## config.mk

```make
export PLATFORM = sky130hd
export DESIGN_NAME = run_step_controller
export DESIGN_NICKNAME = d
export VERILOG_FILES = /design/src/rtl/run_step_controller.sv
export SDC_FILE = /design/constraint.sdc
export NUM_CORES = 1
export LEC_CHECK = 0
export CORE_ASPECT_RATIO = 1.5
export CORE_UTILIZATION = 40
export CTS_CLUSTER_SIZE = 25
export DETAILED_ROUTE_END_ITERATION = 8
export PLACE_DENSITY = 0.75
export SYNTH_ARGS = -nofsm -noshare
export SYNTH_HDL_FRONTEND = slang
export SYNTH_SLANG_ARGS = --single-unit
```

## constraint.sdc

```tcl
create_clock -name clkX4 -period 2.9 [get_ports clkX4]
set_input_delay 0.58 -clock clkX4 [delete_from_list [all_inputs] [get_ports clkX4]]
set_output_delay 0.58 -clock clkX4 [all_outputs]
set_load 0.02 [all_outputs]
```

## src/rtl/run_step_controller.sv

```systemverilog
// rtl/run_step_controller.sv - run/step sequencer: switch sync, step debounce, 4-phase cycle commit, cycle counter, lamps
module run_step_controller #(
    parameter int DEBOUNCE_CYCLES = 16,  // stable clkX4 cycles before the step button is believed
    parameter int CNT_WIDTH       = 32   // width of cycleCount
) (
    input  logic                 clkX4,      // 4x clock
    input  logic                 rst,        // synchronous, active-high
    input  logic                 sigCH,      // run switch (async level)
    input  logic                 sigCE,      // master enable (async level)
    input  logic                 sigCP,      // step push-button (async, bouncing)
    input  logic                 haltIn,     // current instruction is HLT
    output logic [1:0]           phase,      // processor-cycle phase 0..3
    output logic                 cycleEn,    // commit strobe, phase 3 only
    output logic [CNT_WIDTH-1:0] cycleCount, // issued commit strobes
    output logic                 runLamp,    // state == RUN
    output logic                 haltLamp    // state == HALTED
);

    typedef enum logic [1:0] {
        IDLE   = 2'd0,
        RUN    = 2'd1,
        STEP   = 2'd2,
        HALTED = 2'd3
    } state_t;

    localparam int DB_W = $clog2(DEBOUNCE_CYCLES + 1);
    localparam logic [DB_W-1:0] DB_LAST = DB_W'(DEBOUNCE_CYCLES - 1);

    logic ch_meta, ch;
    logic ce_meta, ce;
    logic cp_meta, cp;

    logic            cp_prev;
    logic [DB_W-1:0] db_cnt;
    logic            cp_db;
    logic            step_pending;

    state_t state;
    state_t state_next;

    logic phase3;
    logic db_stable;
    logic db_take;
    logic step_edge;
    logic enter_step;

    assign phase3 = (phase == 2'd3);

    // The counter holds how many consecutive samples cp has matched its
    // previous sample; the debounced value only moves once that run is long
    // enough and the level actually differs from what is already held.
    assign db_stable = (cp == cp_prev);
    assign db_take   = db_stable && (db_cnt == DB_LAST) && (cp != cp_db);
    assign step_edge = db_take && cp;

    always_comb begin
        state_next = state;
        case (state)
            IDLE: begin
                if (ce && ch)
                    state_next = RUN;
                else if (ce && step_pending)
                    state_next = STEP;
            end
            RUN: begin
                if (haltIn)
                    state_next = HALTED;
                else if (!ch || !ce)
                    state_next = IDLE;
            end
            STEP: begin
                if (haltIn)
                    state_next = HALTED;
                else
                    state_next = IDLE;
            end
            default: state_next = HALTED;
        endcase
    end

    assign enter_step = phase3 && (state == IDLE) && (state_next == STEP);

    // Combinational so that haltIn presented during phase 3 can still veto
    // the commit of the HLT cycle; ce is deliberately absent so a started
    // cycle always finishes.
    assign cycleEn = phase3 && ((state == RUN) || (state == STEP)) && !haltIn;

    always_ff @(posedge clkX4) begin
        if (rst) begin
            ch_meta      <= 1'b0;
            ch           <= 1'b0;
            ce_meta      <= 1'b0;
            ce           <= 1'b0;
            cp_meta      <= 1'b0;
            cp           <= 1'b0;
            cp_prev      <= 1'b0;
            db_cnt       <= '0;
            cp_db        <= 1'b0;
            step_pending <= 1'b0;
            phase        <= 2'd0;
            state        <= IDLE;
            runLamp      <= 1'b0;
            haltLamp     <= 1'b0;
            cycleCount   <= '0;
        end else begin
            ch_meta <= sigCH;
            ch      <= ch_meta;
            ce_meta <= sigCE;
            ce      <= ce_meta;
            cp_meta <= sigCP;
            cp      <= cp_meta;

            cp_prev <= cp;
            if (!db_stable)
                db_cnt <= '0;
            else if (db_cnt != DB_LAST)
                db_cnt <= db_cnt + DB_W'(1);
            if (db_take)
                cp_db <= cp;

            // Clear wins over a simultaneous step edge so one press never
            // yields two steps.
            if (enter_step)
                step_pending <= 1'b0;
            else if (step_edge && ((state == IDLE) || (state == STEP)))
                step_pending <= 1'b1;

            phase <= phase + 2'd1;

            if (phase3) begin
                state    <= state_next;
                runLamp  <= (state_next == RUN);
                haltLamp <= (state_next == HALTED);
            end

            if (cycleEn)
                cycleCount <= cycleCount + CNT_WIDTH'(1);
        end
    end

endmodule
```

# Word level (Yosys, flattened, before mapping)
# Index checks and enable logic that the tools add are counted.
# word_totals
regBits	52
inputBits	6
out_inout_bits	37
# classes
add_sub_neg	3
n_eq_ne	10
muxes	6
n_bitwise	1
reduce_logical	19
# op_table
operator	count
$add A32 B1 Y32 const B	1
$logic_and A1 B1 Y1	10
$mux W2	5
$eq A2 B2 Y1 const B	4
$pmux W2 S3	1
$add A5 B1 Y5 const B	1
$eq A5 B4 Y1 const B	1
$ne A5 B4 Y1 const B	1
$eq A2 B1 Y1 const B	2
$reduce_or A2 Y1	2
$logic_not A1 Y1	3
$logic_or A1 B1 Y1	3
$add A2 B1 Y2 const B	1
$logic_not A2 Y1	1
$eq A1 B1 Y1	1
$ne A1 B1 Y1	1
$not A1 Y1	1

# Longest topological paths before layout
# Gate-level depths: netlist (run 1).
# logic_depth
depth_word	8
mapped_depth	8

# Worst setup path before layout (run 1)
# OpenSTA, ideal clock, no wires.
# synth_path
path_type	reg-to-reg
start	register state[1]
end	register cycleCount[26]
setup_time_ns	0.070
arrival_time_ns	2.169
setup_slack_ns	0.661
path_stages_with_launch	8
path_buffers	1
cell_sequence	dfxtp_1 inv_1 ha_1 nand4b_4 or4_1 buf_2 or4_1 a21oi_1
# synth_via
elab_chain_cells	4
elab_cells_between_ends	5
# synth_rtl
item	line	text
start, declared	38	state_t state;
start signal, assigned	131	state <= state_next;
$eq A2 B1 Y1 or $eq A2 B2 Y1 (tied branches)	86	assign cycleEn = phase3 && ((state == RUN) || (state == STEP)) && !haltIn;
$logic_or A1 B1 Y1 *	86	
$logic_and A1 B1 Y1 * (2 in series)	86	
end signal, assigned	137	cycleCount <= cycleCount + CNT_WIDTH'(1);
end, declared	14	output logic [CNT_WIDTH-1:0] cycleCount,
# Mark *: on every way between the ends. The rest lies on a longest branch, timed or not.
# A chain may end at the register's enable or synchronous reset.

# Worst setup path in the final report (run 1)
# layout_path
start	register state[1]
end	output port cycleEn
# layout_via
elab_chain_cells	4
elab_cells_between_ends	5
# layout_rtl
item	line	text
$eq A2 B1 Y1 or $eq A2 B2 Y1 (tied branches)	86	
$logic_or A1 B1 Y1 *	86	
$logic_and A1 B1 Y1 * (2 in series)	86	
end, declared	13	output logic cycleEn,
# Marks and branches as above.

==> summary.md, run 1 <==
| Metric | Value |
|---|---|
| Postcts setup bufs | `0` |
| CP endpoint kind | `output port` |
| Cells after Synth | `268` |
| Antenna Cells | `0` |
| CTS tree | `done` |
| Async SR Flop Fraction | `0%` |
| CP endpoint | `cycleEn` |
| Vias per cell | `5.487` |
| PortBufs | `42` |
| Core area | `0.005574 mm2` |
| First DRT Iteration DRCs | `83` |
| Die Area | `0.006233 mm2` |
| Dominant cells by area after synthesis | `dfxtp_1, a21oi_1, or4_1` |
| Top cell type's share of synthesized area | `44.00%` |
| Total power draw | `1.403 mW` |
| Pins Over Slew Limit | `0` |
| Net Count, Synth | `282` |
| Reg-to-reg startpoint | `state[1]` |
| CTS max path bufs | `2` |
| DRC violations left | `0` |
| Fin crit share | `90.70%` |
| Worst setup path category | `reg -> out` |
| Crit start category | `register` |
| DP HPWL | `3.446 mm` |
| Syn_area_per_cell | `8.828 um2` |
| Fillers | `525` |
| Fmax | `380.2 MHz` |
| Yosys warning count | `0` |
| Initial antenna violation count | `0` |
| Lkg Pwr | `0.9905 nW` |
| Clock skew | `0.01440 ns` |
| HP Class | `reg -> reg` |
| Max-cap viol count | `0` |
| ANT nets after route | `0` |
| Sequential area share after synthesis | `44.00%` |
| Hold Violations, Final | `0` |
| Synthesized cell area | `0.002366 mm2` |
| Top delay family on crit path | `buffers and inverters` |
| Die Y-Extent | `96.20 um` |
| Max-slew headroom | `72.14%` |
| Post-synth EDFFs | `0` |
| Total gr overflow | `0` |
| Max VDD drop | `0.2948 mV` |
| Arr. time, crit path | `2.05 ns` |
| IO Count | `43` |
| Total GRT Usage | `16.59%` |
| Worst path cell trace | `inv_1 -> ha_1 -> and3b_1 -> clkdlybuf4s50_1` |
| RSZ-0062 raised after global routing | `false` |
| Vias in the first global route | `1878` |
| Power Density | `466.7 mW/mm2` |
| CTS HTree Levels | `2` |
| Flop2flop setup slack | `0.34 ns` |
| Layout net count | `323` |
| Pin count of the biggest net entering global routing | `31` |
| Synth area leader | `dfxtp_1` |
| CTS Root Cell | `clkbuf_8` |
| First-pass GRT wire length | `8.190 mm` |
| Share of layout cells above drive strength 1 | `5.806%` |
| Critical path depth | `4` |
| Post-CTS Resized | `0` |
| Avg WL per Cell | `13.05 um` |
| CP Launch Point | `state[1]` |
| Post-synth cell types | `36` |
| Max FO, Critical Path | `7` |
| Reg2Reg Depth | `6` |
| Actual slew at the worst max-slew pin | `0.4153 ns` |
| Finish-stage setup viols | `0` |
| Period minus WS final | `2.630 ns` |
| Clock Latency Late Sink | `0.31 ns` |
| Slowest cell on the critical path | `clkdlybuf4s50_1` |
| Commonest cells in the netlist | `dfxtp_1, a21oi_1, nor2_1` |
| DR pass1 iterations | `5` |
| Register bit count reported by yosys | `52` |
| Clock transition at path regs | `0.10 ns` |
| Via Count | `2085` |
| Fin Setup TNS | `0 ns` |
| Critical path required time | `2.32 ns` |
| Critical Path Max Stage Delay | `0.61 ns` |
| Rows | `33` |
| Cts hold-fix bufs | `0` |
| Clk sinks | `52` |
| Gpl congestion | `0.7576` |
| WL final | `4.959 mm` |
| Num CTS Buffers | `5` |
| Worst R2R End | `cycleCount[31]` |
| Initial Util | `42.45%` |
| Worst Path Buf+Inv | `2` |
| Top-count cell post-synth | `dfxtp_1` |
| Synth-to-layout area growth | `27.08%` |
| Die width | `64.80 um` |
| Run status | `finished, final reports clean` |
| Main synth FF type | `dfxtp_1` |
## where the power goes
| group | switching [mW] | internal [mW] |
|---|---|---|
| clock | 0.246 | 0.347 |
| combinational | 0.0394 | 0.0345 |
| sequential | 0.0105 | 0.726 |
## state kept, by name, indices dropped and copies added, names as in the netlist, 2 cells and up
signal      count
state           2
cycleCount     32
phase           2
db_cnt          5
## cell families (layout without fill, tap and decap cells)
| logic type | count (synthesis) | after routing | synth area share [%] |
|---|---|---|---|
| xor gates and xnor gates | 14 | 14 | 5.183 |
| adders and majority gates | 8 | 8 | 4.231 |
| muxes | 2 | 2 | 0.8461 |
| AOI/OAI and AO/OA | 60 | 60 | 15.65 |
| buffers and inverters | 26 | 68 | 4.336 |
| and+or+nand+nor | 106 | 106 | 25.75 |
| DFF | 52 | 52 | 44.00 |
## final cells by class
class | count | area, um2 | share of cell area (%)
Clock buffer | 5 | 68.82 | 2.289
Tap cell | 70 | 87.58 | 2.913
Sequential cell | 52 | 1041 | 34.62
Inverter | 10 | 37.54 | 1.248
Timing Repair Buffer | 50 | 480.5 | 15.98
Multi-Input combinational cell | 190 | 1222 | 40.66
Clock inverter | 3 | 68.82 | 2.289
## through the flow
step	hold WS (ns)	utilization (%)	cells	area [um2]	setup WS [ns]
final	0.4393	53.94	380	3007	0.2698
after CTS	0.4457	53.94	380	3007	0.2731
after global routing	0.4531	53.94	380	3007	0.1529
after floorplan	0.4138	-	268	2366	0.6606
after global placement	0.4163	51.47	372	2869	0.2113
after detailed placement	0.4262	51.47	372	2869	0.1533
## worst min-delay path by stage
stage	depth (start not counted)	slack, ns	endpoint	start
floorplan	1	0.41	ce	ce_meta
global placement	1	0.42	ce	ce_meta
detailed placement	1	0.43	ce	ce_meta
CTS	1	0.45	ce	ce_meta
global route	1	0.45	ce	ce_meta
finish	1	0.44	ce	ce_meta
## per-layer routing
metal / part of all wire, % / track usage [%] / up-vias
met4: 1.1 / 6.852 / 0
met1: 45 / 19.14 / 999
met2: 50 / 29.17 / 32
li1: - / - / 1049
met5: 0 / 0 / -
met3: 3.4 / 3.673 / 5
## layout by cell type (no fill, tap or decap), types with 2 or more instances in the layout
cell / n
nor2_1: 20
or3_1: 9
nor4_1: 4
mux2i_1: 2
clkbuf_8: 5
xor2_1: 3
clkdlybuf4s50_1: 42
o21ai_0: 13
xnor2_1: 11
bufinv_16: 2
nand2b_1: 5
a211oi_1: 5
o31ai_1: 12
or4_1: 14
nand2_1: 13
nand3_1: 10
nor2b_1: 9
inv_1: 10
and3_1: 2
and2_1: 3
o32ai_1: 2
dfxtp_1: 52
and4_1: 3
ha_1: 8
buf_4: 8
nor3_1: 3
nand4_1: 8
a21oi_1: 23
No activity file was read; power rests on OpenSTA's default activity.
==> inputs of run 2 (changes only) <==
--- a/config.mk
+++ b/config.mk
@@ -10,6 +10,7 @@
 export CTS_CLUSTER_SIZE = 25
 export DETAILED_ROUTE_END_ITERATION = 8
 export PLACE_DENSITY = 0.75
+export SLEW_MARGIN = 5
 export SYNTH_ARGS = -nofsm -noshare
 export SYNTH_HDL_FRONTEND = slang
 export SYNTH_SLANG_ARGS = --single-unit
==> results of run 2 <==
Same layout as run 1: the final DEF is identical, and so are final timing and power.
==> inputs of run 3 (changes only) <==
--- a/config.mk
+++ b/config.mk
@@ -9,8 +9,10 @@
 export CORE_UTILIZATION = 40
 export CTS_CLUSTER_SIZE = 25
 export DETAILED_ROUTE_END_ITERATION = 8
-export PLACE_DENSITY = 0.75
+export DONT_BUFFER_PORTS = 1
+export PLACE_DENSITY = 0.57
 export SLEW_MARGIN = 5
 export SYNTH_ARGS = -nofsm -noshare
 export SYNTH_HDL_FRONTEND = slang
 export SYNTH_SLANG_ARGS = --single-unit
+export TNS_END_PERCENT = 5
==> run 3 against run 2 <==
  * Design area is 14% lower
  * Critical path depth is 2 higher
  * Non-clock buffer count is 44 lower
  * Flip-flop and latch count stayed put
  * Maximum frequency is 0.37% higher
  * Hold slack worse by 0.091 ns
  * Sequential share of layout area is 5.5 points higher
  * Count of clock-buffer cells in the layout stayed put
  * Utilization is 7.4 points lower
  * Clock power is 14% higher
  * Largest power group unchanged
==> summary.md, run 3 (same netlist as run 1, synthesis figures left out) <==
| Metric | Value |
|---|---|
| Layout net count | `279 (-14%)` |
| Clock skew | `0.004834 ns (-0.009564 ns)` |
| Die Y-Extent | `96.20 um (unchanged)` |
| Actual slew at the worst max-slew pin | `0.4320 ns (+0.01668 ns)` |
| PortBufs | `0 (-100%)` |
| Total GRT Usage | `16.28% (-0.31 points)` |
| GR Layer Usage met1 | `18.09% (-1.1 points)` |
| Fin crit share | `90.37% (-0.33 points)` |
| Finish-stage setup viols | `0 (unchanged)` |
| Top delay family on crit path | `simple AND/OR/NAND/NOR gates` |
| Pint | `1.179 mW (+6.4%)` |
| Arr. time, crit path | `2.85 ns (+0.80 ns)` |
| Period minus WS final | `2.621 ns (-0.009585 ns)` |
| Slowest cell on the critical path | `or4_1` |
| Clock transition at path regs | `0.10 ns (about the same)` |
| Cts hold-fix bufs | `0 (unchanged)` |
| Fin Setup TNS | `0 ns (unchanged)` |
| Clock Latency Late Sink | `0.30 ns (about the same)` |
| Num CTS Buffers | `5 (unchanged)` |
| Worst Path Buf+Inv | `1 (-1)` |
| HP Class | `in -> reg` |
| Core area | `0.005574 mm2 (unchanged)` |
| Worst path cell trace | `inv_1 -> ha_1 -> nand4b_4 -> or4_1 -> or4_1 -> a21oi_1` |
| Clk sinks | `52 (unchanged)` |
| Vias in the first global route | `1723 (-8.3%)` |
| GR Util met2 | `28.73% (-0.43 points)` |
| Postcts setup bufs | `0 (unchanged)` |
| Critical path required time | `3.13 ns (+0.81 ns)` |
| First DRT Iteration DRCs | `46 (-45%)` |
| Vias per cell | `5.557 (+1.3%)` |
| Critical Path Max Stage Delay | `0.75 ns (+0.14 ns)` |
| Gpl congestion | `0.8129 (+7.3%)` |
| Initial antenna violation count | `0 (unchanged)` |
| Comb pwr share | `3.0% (-2.3 points)` |
| CTS HTree Levels | `2 (unchanged)` |
| Synth-to-layout area growth | `9.572%` |
| Rows | `33 (unchanged)` |
| Largest register by flop count | `cycleCount` |
| Total gr overflow | `0 (unchanged)` |
| Die Area | `0.006233 mm2 (unchanged)` |
| Via Count | `1867 (-10%)` |
| Busiest grt layer | `met2` |
| First-pass GRT wire length | `7.948 mm (-3.0%)` |
| Leading registers by flop count | `cycleCount: 32 flops, db_cnt: 5 flops` |
| Pins Over Slew Limit | `0 (unchanged)` |
| Max FO, Critical Path | `13 (+6)` |
| Crit path top cell by count | `or4_1` |
| CP endpoint kind | `register` |
| CTS max path bufs | `2 (unchanged)` |
| Met3 usage | `5.332% (+1.7 points)` |
| Die width | `64.80 um (unchanged)` |
| Antenna Cells | `0 (unchanged)` |
| CTS Root Cell | `clkbuf_8` |
| Max-slew headroom | `71.20% (-0.95 points)` |
| Crit start category | `register` |
| Share of layout cells above drive strength 1 | `6.015% (+0.21 points)` |
| Avg WL per Cell | `14.01 um (+7.3%)` |
| Run status | `finished, final reports clean` |
| Post-CTS Resized | `0 (unchanged)` |
| Initial Util | `42.45% (unchanged)` |
| DRC violations left | `0 (unchanged)` |
| Lkg Pwr | `0.8463 nW (-15%)` |
| Commonest non-fill, non-tap cell in the layout | `dfxtp_1` |
| CTS tree | `done` |
| Psw | `0.2785 mW (-5.8%)` |
| IO Count | `43 (unchanged)` |
| Clock power share | `46.2% (+3.9 points)` |
| ANT nets after route | `0 (unchanged)` |
| Non-filler cells, final | `336 (-12%)` |
| Max reg flops | `32 (unchanged)` |
| Power Density | `562.2 mW/mm2 (+20%)` |
| Fillers | `557 (+6.1%)` |
| RSZ-0062 raised after global routing | `false` |
| WL final | `4.707 mm (-5.1%)` |
| DP HPWL | `3.311 mm (-3.9%)` |
| Commonest non-fill, non-tap cells in the layout | `dfxtp_1, a21oi_1, nor2_1` |
| Max-cap viol count | `0 (unchanged)` |
| Final hold slack | `0.3481 ns (-0.09121 ns)` |
| Total power draw | `1.458 mW (+3.9%)` |
| Fmax | `381.6 MHz (+0.37%)` |
| Hold Violations, Final | `0 (unchanged)` |
| Pin count of the biggest net entering global routing | `50 (+61%)` |
| Max VDD drop | `0.2816 mV (-4.5%)` |
| Placed cell count | `328 (-12%)` |
| Worst setup path category | `reg -> reg` |
| DR pass1 iterations | `4 (-1)` |
| Sw frac | `19.11% (-2.0 points)` |
| Reg power frac | `50.7% (-1.8 points)` |
==> run 3: cell types whose count changed in the layout (fill, tap and decap cells not counted) <==
cell	delta
buf_4	-2
clkdlybuf4s50_1	-42
inv_6	-1
bufinv_16	+1
==> run 3: worst reg2reg max path: stages, from the launching register on <==
cell      delay, ns
dfxtp_1        0.44
inv_1          0.09
ha_1           0.34
nand4b_4       0.19
or4_1          0.75
or4_1          0.55
a21oi_1        0.18
==> run 3: path summary, 6_finish.rpt <==
kind	from	to	slack, ns	depth (start not counted)
max	state[1]	cycleCount[30]	0.28	6
max reg2reg	state[1]	cycleCount[30]	0.28	6
min reg2reg	cp_meta	cp	0.45	1
min	rst	step_pending	0.35	1
==> run 3: routing by layer <==
layer	share of wire [%]	vias up
li1	-	971
met1	43	860
met2	50	32
met3	5.5	4
met4	1.1	0
met5	0	-
==> run 3: stage by stage <==
stage	setup slack, ns	util, %	area (um2)
3_5_place_dp	0.3067	43.66	2434
4_1_cts	0.2698	46.51	2592
6_report	0.2794	46.51	2592
3_3_place_gp	0.3788	43.66	2434
2_1_floorplan	0.6606	-	2366
5_1_grt	0.1415	46.51	2592
==> run 3: power groups by stage <==
stage / clock [mW] / sequential, mW / combinational [mW]
CTS: 0.696 / 0.740 / 0.0451
floorplan: 0 / 0.754 / 0.0452
global placement: 0 / 0.756 / 0.0444
global route: 0.723 / 0.741 / 0.0500
detailed placement: 0 / 0.756 / 0.0450
finish: 0.674 / 0.739 / 0.0442
==> run 3: final cells by class <==
cell class	count	area, um2	area share [%]
timing repair buffer	6	45.04	1.737
multi-input combinational	190	1222	47.15
sequential	52	1041	40.15
clock inverter	3	90.09	3.475
tap	70	87.58	3.378
clock buffer	5	68.82	2.654
inverter	10	37.54	1.448
